`config.mk`:
```
export PLATFORM = sky130hd
export DESIGN_NAME = mem_arbiter
export DESIGN_NICKNAME = d
export VERILOG_FILES = /design/src/rtl/mem_arbiter.sv
export SDC_FILE = /design/constraint.sdc
export NUM_CORES = 1
export LEC_CHECK = 0
export CAP_MARGIN = 20
export CORE_ASPECT_RATIO = 0.6
export CORE_UTILIZATION = 39
export DETAILED_ROUTE_END_ITERATION = 7
export PLACE_DENSITY = 0.8
export RECOVER_POWER = 50
export SYNTH_ARGS = -nofsm -noshare
export SYNTH_HDL_FRONTEND = slang
export SYNTH_SLANG_ARGS = --single-unit
```
`constraint.sdc`:
```
create_clock -name clock -period 1.7 [get_ports clock]
set_input_delay 0.34 -clock clock [delete_from_list [all_inputs] [get_ports clock]]
set_output_delay 0.34 -clock clock [all_outputs]
set_load 0.02 [all_outputs]
```
`src/rtl/mem_arbiter.sv`:
```
// Two-port arbiter/sequencer for the shared 256-byte RAM: IDLE -> ACCESS -> DONE per request.
// Define MEM_ARB_ROUND_ROBIN_EN for round-robin tie-breaking; otherwise port 0 has fixed priority.
module mem_arbiter #(
    parameter int ADDR_WIDTH = 16,
    parameter int DATA_WIDTH = 8
) (
    input  logic                  clock,
    input  logic                  reset,
    input  logic                  req0,
    input  logic                  req1,
    input  logic [ADDR_WIDTH-1:0] addr0,
    input  logic [ADDR_WIDTH-1:0] addr1,
    input  logic                  we0,
    input  logic                  we1,
    input  logic [DATA_WIDTH-1:0] wdata0,
    input  logic [DATA_WIDTH-1:0] wdata1,
    output logic                  ack0,
    output logic                  ack1,
    output logic [DATA_WIDTH-1:0] rdata0,
    output logic [DATA_WIDTH-1:0] rdata1,
    output logic [ADDR_WIDTH-1:0] mem_address,
    output logic                  mem_write_en,
    output logic [DATA_WIDTH-1:0] mem_data_in,
    input  logic [DATA_WIDTH-1:0] mem_data_out,
    output logic                  busy
);

    // Handshake: reqN is a level held until ackN; ackN is a one-cycle pulse in DONE.
    // Requests are sampled only in IDLE, so fields may change once the request is latched.
    typedef enum logic [1:0] {
        IDLE   = 2'd0,
        ACCESS = 2'd1,
        DONE   = 2'd2
    } state_t;

    state_t state;
    logic   lat_we;
    logic   lat_port;
    logic   grant;

`ifdef MEM_ARB_ROUND_ROBIN_EN
    logic last_port;

    always_comb begin
        grant = 1'b0;
        if (req0 && req1) grant = ~last_port;
        else if (req1)    grant = 1'b1;
    end
`else
    always_comb begin
        grant = ~req0;
    end
`endif

    always_ff @(posedge clock) begin
        if (reset) begin
            state       <= IDLE;
            lat_we      <= 1'b0;
            lat_port    <= 1'b0;
            ack0        <= 1'b0;
            ack1        <= 1'b0;
            rdata0      <= '0;
            rdata1      <= '0;
            mem_address <= '0;
            mem_data_in <= '0;
`ifdef MEM_ARB_ROUND_ROBIN_EN
            last_port   <= 1'b1;
`endif
        end else begin
            ack0 <= 1'b0;
            ack1 <= 1'b0;
            case (state)
                IDLE: begin
                    if (req0 || req1) begin
                        lat_port    <= grant;
                        lat_we      <= grant ? we1 : we0;
                        mem_address <= grant ? addr1 : addr0;
                        mem_data_in <= grant ? wdata1 : wdata0;
`ifdef MEM_ARB_ROUND_ROBIN_EN
                        last_port   <= grant;
`endif
                        state       <= ACCESS;
                    end
                end
                ACCESS: begin
                    if (!lat_we) begin
                        if (lat_port) rdata1 <= mem_data_out;
                        else          rdata0 <= mem_data_out;
                    end
                    ack0  <= ~lat_port;
                    ack1  <= lat_port;
                    state <= DONE;
                end
                DONE: begin
                    state <= IDLE;
                end
                default: begin
                    state <= IDLE;
                end
            endcase
        end
    end

    // Reset gates the strobe combinationally so a write in flight is never committed.
    assign mem_write_en = (state == ACCESS) && lat_we && !reset;
    assign busy         = (state != IDLE);

endmodule
```
**Word level (Yosys, flattened, before mapping)**

Index checks and enable logic that the tools add are counted.

- Bits of input ports: 62
- Bits in registers: 46

- Mux-type cells: 5
- Equality and inequality tests: 2
- Reduce and logical (&&, ||, !) cells: 10
- Bitwise logic cells: 4

Operator list:

| operator | count |
|---|---|
| $mux 16 | 1 |
| $mux 8 | 1 |
| $reduce_and 3->1 | 2 |
| $not 1->1 | 4 |
| $pmux 2 s2 | 1 |
| $eq 2x1->1 const B | 1 |
| $logic_and 1x1->1 | 2 |
| $logic_not 2->1 | 1 |
| $mux 2 | 1 |
| $ne 2x2->1 const B | 1 |
| $reduce_and 2->1 | 1 |
| $reduce_bool 2->1 | 1 |
| $reduce_or 2->1 | 1 |
| $logic_not 1->1 | 1 |
| $logic_or 1x1->1 | 1 |
| $mux 1 | 1 |

**Logic depth before layout (Yosys ltp)**

- Depth after elaboration: 3
- Mapped depth: 7
- Depth with buffers taken out: 3

**Least setup slack after synthesis**

OpenSTA, ideal clock, no wires.

- Path kind: input to register
- Start point: in req0
- End point: reg mem_address[0]
- Setup slack: 0.245 ns
- Stages on the path: 7
- Path buffers: 4
- Data required time: 1.619 ns
- Setup time: 0.081 ns
- Arrival: 1.373 ns
- Path through: buf_6 -> or2_1 -> buf_6 -> and2_4 -> buf_6 -> buf_6 -> a211oi_2

- Word-level cells in the longest chain between the ends: 2
- Elaborated cells on any way between the ends: 3
- Those cells by class: 1 x mux; 2 x reduce/logical

Ends and longest elaborated chain:

| element | RTL line | RTL |
|---|---|---|
| start, declared | 9 | `input logic req0,` |
| $logic_or 1x1->1 | 74 | `if (req0 \|\| req1) begin` |
| $reduce_and 2->1 (no source line) | n/a |  |
| end signal, assigned | 77 | `mem_address <= grant ? addr1 : addr0;` |
| end, declared | 21 | `output logic [ADDR_WIDTH-1:0] mem_address,` |

Several ways; a longest one is shown, not always the timed one.
A chain may end at the register's enable or synchronous reset.

**Final worst setup path**

- Start point: reg rdata0[1]
- End point: out rdata0[1]

RTL lines:

| element | RTL line | RTL |
|---|---|---|
| start, declared | 19 | `output logic [DATA_WIDTH-1:0] rdata0,` |
| start signal, assigned | 88 | `else rdata0 <= mem_data_out;` |

No word-level cell between the ends.

==> flow_summary_export.csv <==
group,metric,value,unit
pwr,powerDensity,827,nW/um2
timing,fin_ws,0.0604,ns
synth,synthTopCellsByArea,"dfxtp_1, mux2i_1, a211oi_2",
cts,cts_buffer_depth,2,
setup_path,path_class,"reg -> out",
floorplan,die_w,94.7,um
global_route,grt_first_pass_wirelength,8700,um
synth,netlist.area_leader.share,0.458,
worst_hold_path,hp-class,"in -> reg",
synth,synth_area,2010,um2
cts,tritoncts,"done",
setup_path,crit_path_cell_trace,"dlygate4sd3_1",
timing,grt_setup_unrepaired,"no",
drt,dr.pass1.iters,4,
floorplan,core_area,4750,um2
drt,drtAntennaViolNets,0,
global_route,antenna_found_initial,0,
cts,post_cts.repair.setup_buffers,0,
cells_and_area,layout.nets,363,
floorplan,pin_count,106,
timing,report.final.slew_viol_count,0,
cts,clkLatencyLatePin,0.28,ns
cts,clkSinkCount,46,
drt,via_per_inst,5.11,
placed_design,port_buffers,105,
synth,seq_area_frac_synth,0.458,
synth,synth-warning-count,0,
timing,fmax,610,MHz
setup_path,critPathMaxStageDelay,0.68,ns
timing,finalCritPeriodShare,0.964,
timing,setup_viol,0,
cells_and_area,diodes,0,
drt,wl_per_cell,15.7,um
cells_and_area,final_common_cell,"clkdlybuf4s50_1",
outcome,run_status,"finished, final reports clean",
global_route,grt_overflow,0,
cts,numCtsBuffers,5,
setup_path,critPathTopFamily,"buffers and inverters",
placed_design,pre_cts_slack,-0.101,ns
global_route,grtUsageTotal,0.209,
cells_and_area,final_util,0.654,
drt,vias,1859,
floorplan,rows,19,
synth,synth_largest_area_cell,"dfxtp_1",
drt,drtIter0Drc,38,
cells_and_area,syn2layout_area_growth,54.7,%
setup_path,worst-path-max-fanout,2,
timing,maxSlewHeadroom,0.671,
placed_design,hpwl,4070,um
synth,ys_ff_latch,46,
synth,synth_cell_types,20,
cells_and_area,drive_above_1_share,0.0930,
cts,cts_max_level,2,
cts,root_buffer,"clkbuf_8",
placed_design,gp_congestion,0.754,
floorplan,initial_core_util,0.423,
global_route,grt_pass1_vias,1831,
setup_path,arrival,1.30,ns
synth,syn_nets,256,
global_route,grt_max_degree,44,
setup_path,slowest_stage,"dlygate4sd3_1",
timing,timing.final.crit_period,1.64,ns
setup_path,critPathLaunchType,"flop",
drt,route.detailed.drc,0,
cells_and_area,fin_area,3110,um2
timing,tightest_slew,0.493,ns
synth,synth_area_per_cell,10.4,um2
cells_and_area,final_cell_mix,"clkdlybuf4s50_1, dfxtp_1, a21oi_1",
timing,hold-worst-slack,0.357,ns
timing,hold_viol,0,
cts,holdBufCountCts,0,
floorplan,dieArea,5460,um2
timing,fin_worst_skew,0.00265,ns
setup_path,cp.required,1.36,ns
setup_path,crit_path_end_kind,"primary output",
synth,synth_cells,194,
placed_design,placed_cell_area,3120,um2
cts,clkTransAtPathRegs,0.08,ns
drt,wirelength,5730,um
setup_path,critPathBufInv,1,
run,cap_viol_max_count,0,
pwr,vdd_drop_max,414,uV
pwr,power.leakage,1.21,nW
floorplan,fp.dieH,57.6,um
-- state kept, by name (all words and copies together) (netlist names) --
register and cells:
mem_address 16, mem_data_in 8, rdata0 8, rdata1 8, state 2, ack0 1, ack1 1, lat_port 1
lat_we 1
-- path summary, 6_finish.rpt --
check / start / endpoint / slack (ns) / cells past startpoint
worst max register to register: state[1] / rdata0[5] / 0.12 / 4
worst min-delay path: reset / state[1] / 0.36 / 3
worst max-delay path: rdata0[1] / rdata0[1] / 0.06 / 1
worst min register to register: rdata0[4] / rdata0[4] / 0.46 / 2
-- metal layers --
layer / track usage / wire length (um) / vias up
met3: 0.0682 / 507 / 4
li1: - / - / 907
met4: 0.0606 / 52 / 0
met1: 0.269 / 2670 / 885
met5: 0 / 0 / -
met2: 0.339 / 2490 / 63
-- through the flow --
| stage | instances | TNS, ns | power, mW |
|---|---|---|---|
| after floorplan | 194 | 0 | 1.66 |
| after global placement | 356 | -0.0405 | 2.02 |
| after detailed placement | 356 | -0.101 | 2.03 |
| after CTS | 363 | 0 | 2.64 |
| after global routing | 364 | 0 | 2.71 |
| final | 364 | 0 | 2.57 |
-- logic make-up after synthesis --
kind of cell           Yosys count  share of synthesized area
AO/OA/AOI/OAI                   60                      0.231
flip-flops                      46                      0.458
AND/OR/NAND/NOR                 35                     0.0877
multiplexers                    33                      0.164
buffers and inverters           20                     0.0585
-- final cells by class --
| type | count | area (um2) |
|---|---|---|
| clock buffers | 7 | 76.3 |
| repair buffers | 118 | 1130 |
| well taps | 63 | 78.8 |
| multi-input cells | 129 | 898 |
| flip-flops and latches | 46 | 921 |
| fillers | 399 | 1640 |
| inverters | 1 | 3.75 |
-- report_power, final --
| group | switching, mW | internal (mW) | leakage [nW] |
|---|---|---|---|
| clock | 0.328 | 0.283 | 0.0383 |
| combinational | 0.358 | 0.387 | 0.790 |
| sequential | 0.0494 | 1.17 | 0.379 |
| total | 0.735 | 1.84 | 1.21 |
-- synth_stat cells --
| cell type | number |
|---|---|
| nand2_1 | 16 |
| buf_2 | 4 |
| or4b_2 | 1 |
| a211oi_2 | 20 |
| a211oi_1 | 6 |
| or2_1 | 1 |
| clkbuf_1 | 9 |
| dfxtp_1 | 46 |
| nor4bb_1 | 1 |
| and2_4 | 1 |
| buf_1 | 1 |
| nor2b_1 | 2 |
| inv_1 | 1 |
| buf_6 | 5 |
| nor4b_2 | 1 |
| a21oi_1 | 34 |
| nor2_1 | 9 |
| and2_1 | 2 |
| mux2i_1 | 33 |
| nor3b_1 | 1 |
-- what timing repair did --
| action | 4_1_cts | 5_1_grt |
|---|---|---|
| gates cloned | 0 | 1 |
| setup endpoints to repair | 2 | 27 |
| pin swaps | 0 | 1 |
| gates resized for setup | 4 | 2 |
(Power assumes the default switching activity.)
